===== src/rtl/alu_operand_feeder_pkg.sv =====
// Shared types and defaults for the ALU operand feeder.
// State encoding is 3 bits wide to line up with the ALU controller's state width.
package alu_operand_feeder_pkg;

  localparam int DW_DEFAULT = 4;

  typedef enum logic [2:0] {
    S_IDLE = 3'd0,
    S_OPA  = 3'd1,
    S_OPB  = 3'd2,
    S_WAIT = 3'd3,
    S_HOLD = 3'd4
  } state_t;

endpackage


===== src/rtl/alu_operand_feeder_if.sv =====
// Producer, ALU and result-consumer signals of the operand feeder.
// The feeder connects through slave; the environment it serves uses master.
interface alu_operand_feeder_if
  import alu_operand_feeder_pkg::*;
#(
  parameter int DW = DW_DEFAULT
);

  logic          push_valid;
  logic          push_ready;
  logic [DW-1:0] push_a;
  logic [DW-1:0] push_b;
  logic          alu_start;
  logic [DW-1:0] alu_data_in;
  logic          alu_done;
  logic [DW-1:0] alu_data_out;
  logic          res_valid;
  logic          res_ready;
  logic [DW-1:0] res_data;
  logic          res_err;

  modport master (
    output push_valid, push_a, push_b, alu_done, alu_data_out, res_ready,
    input  push_ready, alu_start, alu_data_in, res_valid, res_data, res_err
  );

  modport slave (
    input  push_valid, push_a, push_b, alu_done, alu_data_out, res_ready,
    output push_ready, alu_start, alu_data_in, res_valid, res_data, res_err
  );

endinterface


===== src/rtl/alu_operand_feeder_operand_fifo.sv =====
// Circular operand-pair buffer with wrapping pointers and an occupancy counter.
// The caller guarantees push only when not full and pop only when not empty.
module operand_fifo
  import alu_operand_feeder_pkg::*;
#(
  parameter int DW    = DW_DEFAULT,
  parameter int DEPTH = 4
) (
  input  logic                   clk,
  input  logic                   rst,
  input  logic                   push,
  input  logic                   pop,
  input  logic [DW-1:0]          wr_a,
  input  logic [DW-1:0]          wr_b,
  output logic [DW-1:0]          rd_a,
  output logic [DW-1:0]          rd_b,
  output logic [$clog2(DEPTH):0] level,
  output logic                   full,
  output logic                   empty
);

  localparam int AW = $clog2(DEPTH);
  localparam int LW = AW + 1;

  logic [2*DW-1:0] mem [DEPTH];
  logic [AW-1:0]   wr_ptr;
  logic [AW-1:0]   rd_ptr;

  always_ff @(posedge clk) begin
    if (push) mem[wr_ptr] <= {wr_a, wr_b};
  end

  // DEPTH is a power of two, so the pointers wrap by natural overflow.
  always_ff @(posedge clk or posedge rst) begin
    if (rst) begin
      wr_ptr <= '0;
      rd_ptr <= '0;
      level  <= '0;
    end else begin
      if (push) wr_ptr <= wr_ptr + AW'(1);
      if (pop)  rd_ptr <= rd_ptr + AW'(1);
      case ({push, pop})
        2'b10:   level <= level + LW'(1);
        2'b01:   level <= level - LW'(1);
        default: level <= level;
      endcase
    end
  end

  assign {rd_a, rd_b} = mem[rd_ptr];
  assign full         = (level == LW'(DEPTH));
  assign empty        = (level == '0);

endmodule


===== src/rtl/alu_operand_feeder.sv =====
// Buffers operand pairs and serialises each onto the ALU bus, then holds the ALU result.
// Define ALU_FEEDER_WATCHDOG_EN to abort an S_WAIT that outlasts TIMEOUT cycles.
module alu_operand_feeder
  import alu_operand_feeder_pkg::*;
#(
  parameter int DW      = DW_DEFAULT,
  parameter int DEPTH   = 4,
  parameter int TIMEOUT = 15
) (
  input  logic                   clk,
  input  logic                   rst,
  alu_operand_feeder_if.slave    bus,
  output logic [$clog2(DEPTH):0] level
);

  if (DEPTH < 2 || (DEPTH & (DEPTH - 1)) != 0 || TIMEOUT < 1) begin : g_param_check
    $error("alu_operand_feeder: DEPTH must be a power of 2 >= 2 and TIMEOUT >= 1");
  end

  state_t        state;
  state_t        state_next;
  logic          push;
  logic          pop;
  logic          full;
  logic          empty;
  logic          timeout;
  logic [DW-1:0] head_a;
  logic [DW-1:0] head_b;
  logic [DW-1:0] a_q;
  logic [DW-1:0] b_q;
  logic [DW-1:0] res_data_q;

  // No bypass: a full FIFO refuses a push even on its pop cycle.
  assign bus.push_ready = !full;
  assign push           = bus.push_valid && !full;
  assign pop            = (state == S_IDLE) && !empty;

  operand_fifo #(
    .DW    (DW),
    .DEPTH (DEPTH)
  ) u_fifo (
    .clk   (clk),
    .rst   (rst),
    .push  (push),
    .pop   (pop),
    .wr_a  (bus.push_a),
    .wr_b  (bus.push_b),
    .rd_a  (head_a),
    .rd_b  (head_b),
    .level (level),
    .full  (full),
    .empty (empty)
  );

  always_ff @(posedge clk or posedge rst) begin
    if (rst) state <= S_IDLE;
    else     state <= state_next;
  end

  always_comb begin
    state_next = state;
    case (state)
      S_IDLE:  if (!empty) state_next = S_OPA;
      S_OPA:   state_next = S_OPB;
      S_OPB:   state_next = S_WAIT;
      S_WAIT:  if (bus.alu_done || timeout) state_next = S_HOLD;
      S_HOLD:  if (bus.res_ready) state_next = S_IDLE;
      default: state_next = S_IDLE;
    endcase
  end

  always_comb begin
    bus.alu_start   = 1'b0;
    bus.alu_data_in = '0;
    bus.res_valid   = 1'b0;
    case (state)
      S_OPA: begin
        bus.alu_start   = 1'b1;
        bus.alu_data_in = a_q;
      end
      S_OPB, S_WAIT: bus.alu_data_in = b_q;
      S_HOLD:        bus.res_valid   = 1'b1;
      default: ;
    endcase
  end

  // A completed result wins over a timeout that lands on the same cycle.
  always_ff @(posedge clk or posedge rst) begin
    if (rst) begin
      a_q        <= '0;
      b_q        <= '0;
      res_data_q <= '0;
    end else begin
      if (pop) begin
        a_q <= head_a;
        b_q <= head_b;
      end
      if (state == S_WAIT && bus.alu_done) res_data_q <= bus.alu_data_out;
      else if (timeout)                    res_data_q <= '0;
    end
  end

  assign bus.res_data = res_data_q;

`ifdef ALU_FEEDER_WATCHDOG_EN
  localparam int WW = $clog2(TIMEOUT + 1);

  logic [WW-1:0] wd_cnt;
  logic          res_err_q;

  always_ff @(posedge clk or posedge rst) begin
    if (rst) begin
      wd_cnt    <= '0;
      res_err_q <= 1'b0;
    end else begin
      if (state == S_OPB)       wd_cnt <= '0;
      else if (state == S_WAIT) wd_cnt <= wd_cnt + WW'(1);
      if (state == S_WAIT && bus.alu_done) res_err_q <= 1'b0;
      else if (timeout)                    res_err_q <= 1'b1;
    end
  end

  assign timeout     = (state == S_WAIT) && (wd_cnt == WW'(TIMEOUT - 1));
  assign bus.res_err = res_err_q;
`else
  assign timeout     = 1'b0;
  assign bus.res_err = 1'b0;
`endif

endmodule


===== src/flat_wrapper.sv =====
// flat-port wrapper written by rule: the top's interface ports become plain ports
module alu_operand_feeder_flat import alu_operand_feeder_pkg::*;
#(
  parameter int DW      = DW_DEFAULT,
  parameter int DEPTH   = 4,
  parameter int TIMEOUT = 15
)
  (clk, rst, level, bus_push_valid, bus_push_a, bus_push_b, bus_alu_done, bus_alu_data_out, bus_res_ready, bus_push_ready, bus_alu_start, bus_alu_data_in, bus_res_valid, bus_res_data, bus_res_err);
  alu_operand_feeder_if #(.DW(DW)) bus_i ();
  input  logic clk;
  input  logic rst;
  output logic [$clog2(DEPTH):0] level;
  input wire logic [$bits(bus_i.push_valid)-1:0] bus_push_valid;
  input wire logic [$bits(bus_i.push_a)-1:0] bus_push_a;
  input wire logic [$bits(bus_i.push_b)-1:0] bus_push_b;
  input wire logic [$bits(bus_i.alu_done)-1:0] bus_alu_done;
  input wire logic [$bits(bus_i.alu_data_out)-1:0] bus_alu_data_out;
  input wire logic [$bits(bus_i.res_ready)-1:0] bus_res_ready;
  output wire logic [$bits(bus_i.push_ready)-1:0] bus_push_ready;
  output wire logic [$bits(bus_i.alu_start)-1:0] bus_alu_start;
  output wire logic [$bits(bus_i.alu_data_in)-1:0] bus_alu_data_in;
  output wire logic [$bits(bus_i.res_valid)-1:0] bus_res_valid;
  output wire logic [$bits(bus_i.res_data)-1:0] bus_res_data;
  output wire logic [$bits(bus_i.res_err)-1:0] bus_res_err;
  assign bus_i.push_valid = bus_push_valid;
  assign bus_i.push_a = bus_push_a;
  assign bus_i.push_b = bus_push_b;
  assign bus_i.alu_done = bus_alu_done;
  assign bus_i.alu_data_out = bus_alu_data_out;
  assign bus_i.res_ready = bus_res_ready;
  assign bus_push_ready = bus_i.push_ready;
  assign bus_alu_start = bus_i.alu_start;
  assign bus_alu_data_in = bus_i.alu_data_in;
  assign bus_res_valid = bus_i.res_valid;
  assign bus_res_data = bus_i.res_data;
  assign bus_res_err = bus_i.res_err;
  alu_operand_feeder #(.DW(DW), .DEPTH(DEPTH), .TIMEOUT(TIMEOUT)) u_core (.clk(clk), .rst(rst), .bus(bus_i), .level(level));
endmodule

===== config.mk =====
export PLATFORM = sky130hd
export DESIGN_NAME = alu_operand_feeder_flat
export DESIGN_NICKNAME = d
export VERILOG_FILES = /design/src/rtl/alu_operand_feeder_pkg.sv /design/src/rtl/alu_operand_feeder_if.sv /design/src/rtl/alu_operand_feeder_operand_fifo.sv /design/src/rtl/alu_operand_feeder.sv /design/src/flat_wrapper.sv
export SDC_FILE = /design/constraint.sdc
export NUM_CORES = 1
export LEC_CHECK = 0
export ABC_AREA = 1
export ABC_CLOCK_PERIOD_IN_PS = 2330
export CAP_MARGIN = 5
export CORE_MARGIN = 8
export CORE_UTILIZATION = 32
export DETAILED_ROUTE_END_ITERATION = 8
export HOLD_SLACK_MARGIN = 0.02
export RECOVER_POWER = 50
export SETUP_SLACK_MARGIN = 0.15
export SLEW_MARGIN = 25
export SYNTH_ARGS = -nofsm -noshare
export SYNTH_HDL_FRONTEND = slang
export SYNTH_SLANG_ARGS = --single-unit

===== constraint.sdc =====
create_clock -name clk -period 2.33 [get_ports clk]
set_input_delay 0.5825 -clock clk [delete_from_list [all_inputs] [get_ports clk]]
set_output_delay 0.5825 -clock clk [all_outputs]
set_load 0.03 [all_outputs]

==> results of run 1 <==
==> flip-flops by register name, indices dropped and copies added (netlist names) <==
register,cells
u_core.a_q,4
u_core.b_q,4
u_core.bus.res_data,4
u_core.state,3
u_core.u_fifo.level,3
u_core.u_fifo.mem,32
u_core.u_fifo.rd_ptr,2
u_core.u_fifo.wr_ptr,2
==> power by group through the flow <==
stage / Sequential [uW] / Combinational [uW] / Clock, uW
after floorplan: 1580 / 1160 / 0
after global placement: 1530 / 1750 / 0
after detailed placement: 1530 / 1800 / 0
after CTS: 1510 / 1770 / 630
after global routing: 1540 / 1920 / 659
final: 1500 / 1690 / 610
==> layer usage <==
layer	track usage [%]	vias up	routed length, um
met3	3.44	9	321
li1	-	820	-
met4	3.55	0	82
met1	11.3	768	2120
met5	0	-	0
met2	14.8	34	2010
==> through the flow <==
stage	hold WS (ns)	power [uW]	utilization, %	cell area [sq um]
after detailed placement	0.475	3330	39.0	2800
after global routing	0.522	4120	39.9	2860
after CTS	0.496	3910	40.4	2900
after floorplan	0.449	2740	-	2360
final	0.489	3800	39.9	2860
after global placement	0.468	3280	39.0	2800
==> critical path, cell delays in order (launching register included) <==
cell	delay (ns)
dfrtp_1	0.45
inv_1	0.11
nand3_1	0.09
inv_1	0.13
dlygate4sd2_1	0.42
==> placed cells by master (no fill, tap or decap) <==
master           synthesis  final
nand3_2                  0      1
nor2_2                   1      1
xor2_1                   2      2
inv_1                   18     19
nor3_1                   1      1
clkbuf_8                 0      5
conb_1                   1      1
clkdlybuf4s50_1          0     12
clkbuf_2                 0      4
a21oi_1                  1      1
nand2_2                  3      2
xnor2_1                  1      1
nand2_1                 58     59
dfrtp_1                 22     22
o21ai_1                  9      9
o21ai_0                 13     13
dlygate4sd2_1            0      3
ha_1                     5      5
o21bai_1                 1      1
nand3_1                  5      4
nand4_1                  2      2
nor2_4                   1      1
dlygate4sd3_1            0     11
inv_2                    5      4
bufinv_16                0      1
o211ai_1                 1      1
edfxtp_1                32     32
buf_4                    2      6
clkbuf_1                 0      5
nor2_1                  43     43
fa_1                     1      1
==> cells by family (layout without fill, tap and decap cells) <==
logic type      after synthesis  after routing  share of synthesized area, %
flops                        54             54                          64.3
compound gates               25             25                          5.53
xor+xnor                      3              3                          1.12
fa+ha+maj                     6              6                          3.51
other cells                   1              1                         0.159
simple gates                114            114                          19.5
buf+inv                      29             70                          5.96
==> final timing paths <==
kind | start | end | slack, ns | depth (start not counted)
worst max-delay path | u_core.state[1] | bus_alu_start | 0.26 | 4
worst max register to register | u_core.state[0] | u_core.u_fifo.level[2] | 0.41 | 12
max in group asynchronous | rst | u_core.b_q[3] | 0.55 | 3
worst min-delay path | u_core.bus.res_data[1] | u_core.bus.res_data[1] | 0.49 | 2
min in group asynchronous | rst | u_core.u_fifo.level[0] | 1.08 | 3
worst min register to register | u_core.bus.res_data[1] | u_core.bus.res_data[1] | 0.49 | 2
==> what timing repair did <==
action / in CTS / in global routing
gates resized for setup: 10 / 5
gates cloned: 0 / 0
endpoints found under the setup margin: 7 / 4
pin swaps: 0 / 0
hold buffers: 0 / 0
==> cell type report <==
class	count	area, sq um	share of cell area [%]
multi-input cells	149	703	24.6
well taps	99	124	4.33
inverters	23	86.3	3.01
flip-flops and latches	54	1510	52.8
clock inverters	1	30.0	1.05
clock buffers	7	76.3	2.66
repair buffers	39	333	11.6
==> reports/metrics.cfg, run 1 <==
[status]
outcome=finished clean

[sta]
setup_viol=0
max_slew_margin_pct=22.0
max_freq_mhz=482
slew_viol_final=0
worst_slew_pin_slew_ns=1.17
period_share_pct=89.0
setup_tns_ns=0
hold_viol_final=0
finClkSkew_ns=0.00439
rsz0062_at_grt=false
setup_ws_ns=0.257
fin_crit_ns=2.07

[power_and_ir_drop]
leakagePower_uw=0.00125
comb_power_share_pct=44.4
power_frac_seq_pct=39.6
switching_share_pct=41.1
switchingPower_uw=1560
power_density_mw_per_mm2=1330
clkPwrFrac_pct=16.0
p_int_uw=2240
ir_drop_uv=301

[synth]
yosysTopAreaCell=edfxtp_1
synth_top_area_share_pct=40.9
synthTopCellsByArea=edfxtp_1 (41%), dfrtp_1 (23%), nand2_1 (9.3%)
syn_area_sq_mm=0.00235
synthCells=232
synth_ff_type=edfxtp_1
synth_edf_count=32
synth.most_common_cell=nand2_1
synth.ff_latch_count=54
synth_common_cells=nand2_1 (58), nor2_1 (43), edfxtp_1 (32)
syn_area_per_cell_sq_um=10.1
ys_warn_count=0
ys_seq_area_share_pct=64.3
yosysUniqueCellTypes=25
async_flop_share_pct=40.7
syn_nets=255

[clock_network]
clock-root-buffer=clkbuf_8
cts-buffers-inserted=5
h-tree-depth=2
cts_tree=built
post_cts_buffers=0
clockBufferDepth=2
cts.clk_slew.worst_paths_ns=0.09
clock-sinks=54
clk_latency_ns=0.30

[setup_path]
cp_max_fo=6
crit_arrival_ns=1.49
start_kind=flop
endpoint_kind=output pin
crit_type=reg -> out
cp.required_ns=1.75

[final_layout]
fillers=735
num-nets-final=295
drive_above_1_share_pct=9.16
area.growth.synth_to_final_pct=21.8
final_cell_count_no_fill=372
n_antenna_cell=0

[routing]
viasPerCell=4.38
finalWirelength_um=4540
drt_iter0_drc=56
drc=0
first_pass_iters=4
wl_per_cell_um=12.2
ant_nets=0
vias=1631

[global_routing]
grt_usage_pct=9.33
grt_remaining_overflow=0
grt_pass1_wl_um=7470
grt_max_degree=23
grt_pass1_vias=1595
antenna_found_initial=0

[floorplan]
dieArea_sq_mm=0.0104
initial_core_util_pct=32.8
die_h_um=102
die_x_um=102
io_pins=32
coreArea_sq_mm=0.00718
rows=31

[run]
max_cap_violations=0

[place]
place_hpwl_um=3260
place_ws_ns=0.183
gp_congestion=0.849
port_buffers=30
place_inst=364

[hold_path]
min_path_type=reg -> reg

Power figures use the tool's default switching activity.
==> run 2, diff against run 1 <==
Settings changed: CORE_UTILIZATION 32 to 50, PLACE_DENSITY set to 0.74.
==> reports/metrics.cfg, run 2 (synthesis gave the netlist of run 1 again) <==
[floorplan]
coreArea_sq_mm=0.00463  ; -35%
dieArea_sq_mm=0.00716  ; -31%
die_x_um=84.6  ; -17%
initial_core_util_pct=50.8  ; +18 points
rows=25  ; -19%
die_h_um=84.6  ; -17%
io_pins=32  ; unchanged

[clock_network]
cts-buffers-inserted=5  ; unchanged
cts_resized=6  ; -4
clockBufferDepth=2  ; unchanged
cts_tree=built
clock-sinks=54  ; unchanged
clk_latency_ns=0.30  ; about the same
cts.clk_slew.worst_paths_ns=0.09  ; about the same
post_cts_buffers=0  ; unchanged
hold_buffers=0  ; unchanged
h-tree-depth=2  ; unchanged
clock-root-buffer=clkbuf_8

[final_layout]
fin_util_pct=60.3  ; +20 points
area.growth.synth_to_final_pct=18.7
fillers=366  ; -50%
final_common_cell=nand2_1
top_register=u_core.u_fifo.mem
stdcell_area_sq_mm=0.00279  ; -2.5%
drive_above_1_share_pct=9.56  ; +0.40 points
largest_reg_flops=32  ; unchanged
num-nets-final=294  ; -0.34%
n_antenna_cell=0  ; unchanged
layout_common_cells=nand2_1 (58), nor2_1 (43), edfxtp_1 (32)

[power_and_ir_drop]
clkPwrFrac_pct=13.6  ; -2.4 points
power_uw=3660  ; -3.8%
ir_drop_uv=432  ; +44%
leakagePower_uw=0.00124  ; -0.65%
power_frac_seq_pct=40.8  ; +1.2 points
switching_share_pct=41.8  ; +0.65 points
comb_power_share_pct=45.6  ; +1.2 points
power_density_mw_per_mm2=1310  ; -1.3%
p_int_uw=2130  ; -4.8%
switchingPower_uw=1530  ; -2.2%

[routing]
drt_iter0_drc=112  ; +100%
drc=0  ; unchanged
vias=1570  ; -3.7%
finalWirelength_um=3960  ; -13%
ant_nets=0  ; unchanged
viasPerCell=4.82  ; +9.8%
wl_per_cell_um=12.2  ; -0.35%
first_pass_iters=4  ; unchanged

[setup_path]
critPathMostFrequentCell=inv_1
worst_path_max_delay_cell=dfrtp_1
cp_max_fo=6  ; unchanged
crit_arrival_ns=1.44  ; -0.05 ns
start_kind=flop
slowest_delay_ns=0.45  ; about the same
r2r_end=u_core.u_fifo.level[2]
reg2reg_slack_ns=0.43  ; +0.02 ns
endpoint_kind=output pin
cp.required_ns=1.75  ; about the same
reg2reg_depth=12  ; unchanged
cp_cell_sequence=inv_1 > nand3_1 > inv_1 > clkdlybuf4s15_1
crit_type=reg -> out
timing.rr.start=u_core.state[0]

[sta]
hold_viol_final=0  ; unchanged
rsz0062_at_grt=false
finClkSkew_ns=0.00397  ; -0.000426 ns
fin_crit_ns=2.02  ; -0.0508 ns
setup_tns_ns=0  ; unchanged
setup_viol=0  ; unchanged
max_slew_margin_pct=21.6  ; -0.36 points
whs_ns=0.495  ; +0.00668 ns
period_share_pct=86.8  ; -2.2 points
max_freq_mhz=495  ; +2.5%
worst_slew_pin_slew_ns=1.18  ; +0.00540 ns
slew_viol_final=0  ; unchanged

[global_routing]
grt_max_degree=23  ; unchanged
grt_pass1_vias=1498  ; -6.1%
grt_pass1_wl_um=6660  ; -11%
grt_remaining_overflow=0  ; unchanged
grt_usage_pct=11.7  ; +2.4 points
antenna_found_initial=0  ; unchanged

[place]
port_buffers=30  ; unchanged
gp_congestion=0.750  ; -12%
place_hpwl_um=2890  ; -11%
dpl_cell_area_sq_mm=0.00273  ; -2.3%

[hold_path]
min_path_type=reg -> reg
min_path_cells=2  ; unchanged
hp-start=u_core.b_q[0]
hold_end=u_core.b_q[0]

[status]
outcome=finished clean

[run]
max_cap_violations=0  ; unchanged

[run 2: layer usage]
metal  share of wire [%]  GRT usage, %  routed length, um
met1                  43          12.3               1710
met4                 1.5          5.34                 60
met2                  50          20.4               1990
met3                 5.1          4.10                203
met5                   0             0                  0
[run 2: worst max-delay path by stage]
stage | start | endpoint | slack [ns] | cells after the start
floorplan | u_core.u_fifo.level[0] | u_core.u_fifo.level[2] | 0.26 | 10
global placement | u_core.state[1] | bus_alu_data_in[3] | 0.25 | 6
detailed placement | u_core.state[1] | bus_alu_data_in[3] | 0.23 | 6
CTS | u_core.u_fifo.level[0] | bus_push_ready | 0.16 | 3
global route | u_core.state[1] | bus_alu_start | 0.16 | 4
finish | u_core.state[1] | bus_alu_start | 0.31 | 4
[run 2: area by class of cell]
cell class	instances	area [sq um]	share of cell area (%)
sequential	54	1510	54.1
tap	54	67.6	2.42
clock inverter	3	21.3	0.762
multi-input combinational	149	701	25.1
inverter	23	88.8	3.18
clock buffer	5	68.8	2.46
timing repair buffer	38	334	12.0
[run 2: power by group through the flow]
| stage | Sequential (uW) | Combinational [uW] | Clock, uW |
|---|---|---|---|
| final | 1490 | 1670 | 497 |
| after global routing | 1530 | 1890 | 548 |
| after CTS | 1500 | 1710 | 512 |
| after detailed placement | 1520 | 1750 | 0 |
| after global placement | 1510 | 1710 | 0 |
| after floorplan | 1580 | 1160 | 0 |
[run 2: critical path: cells and delay by family (launching register included)]
kind / cells / cell delay [ns]
buf+inv: 3 / 0.61
simple gates: 1 / 0.08
flops: 1 / 0.45
[run 2: metrics by stage]
stage | worst slack (ns) | cells
floorplan | 0.265 | 232
global placement | 0.246 | 318
detailed placement | 0.225 | 318
CTS | 0.159 | 326
global route | 0.155 | 326
finish | 0.308 | 326
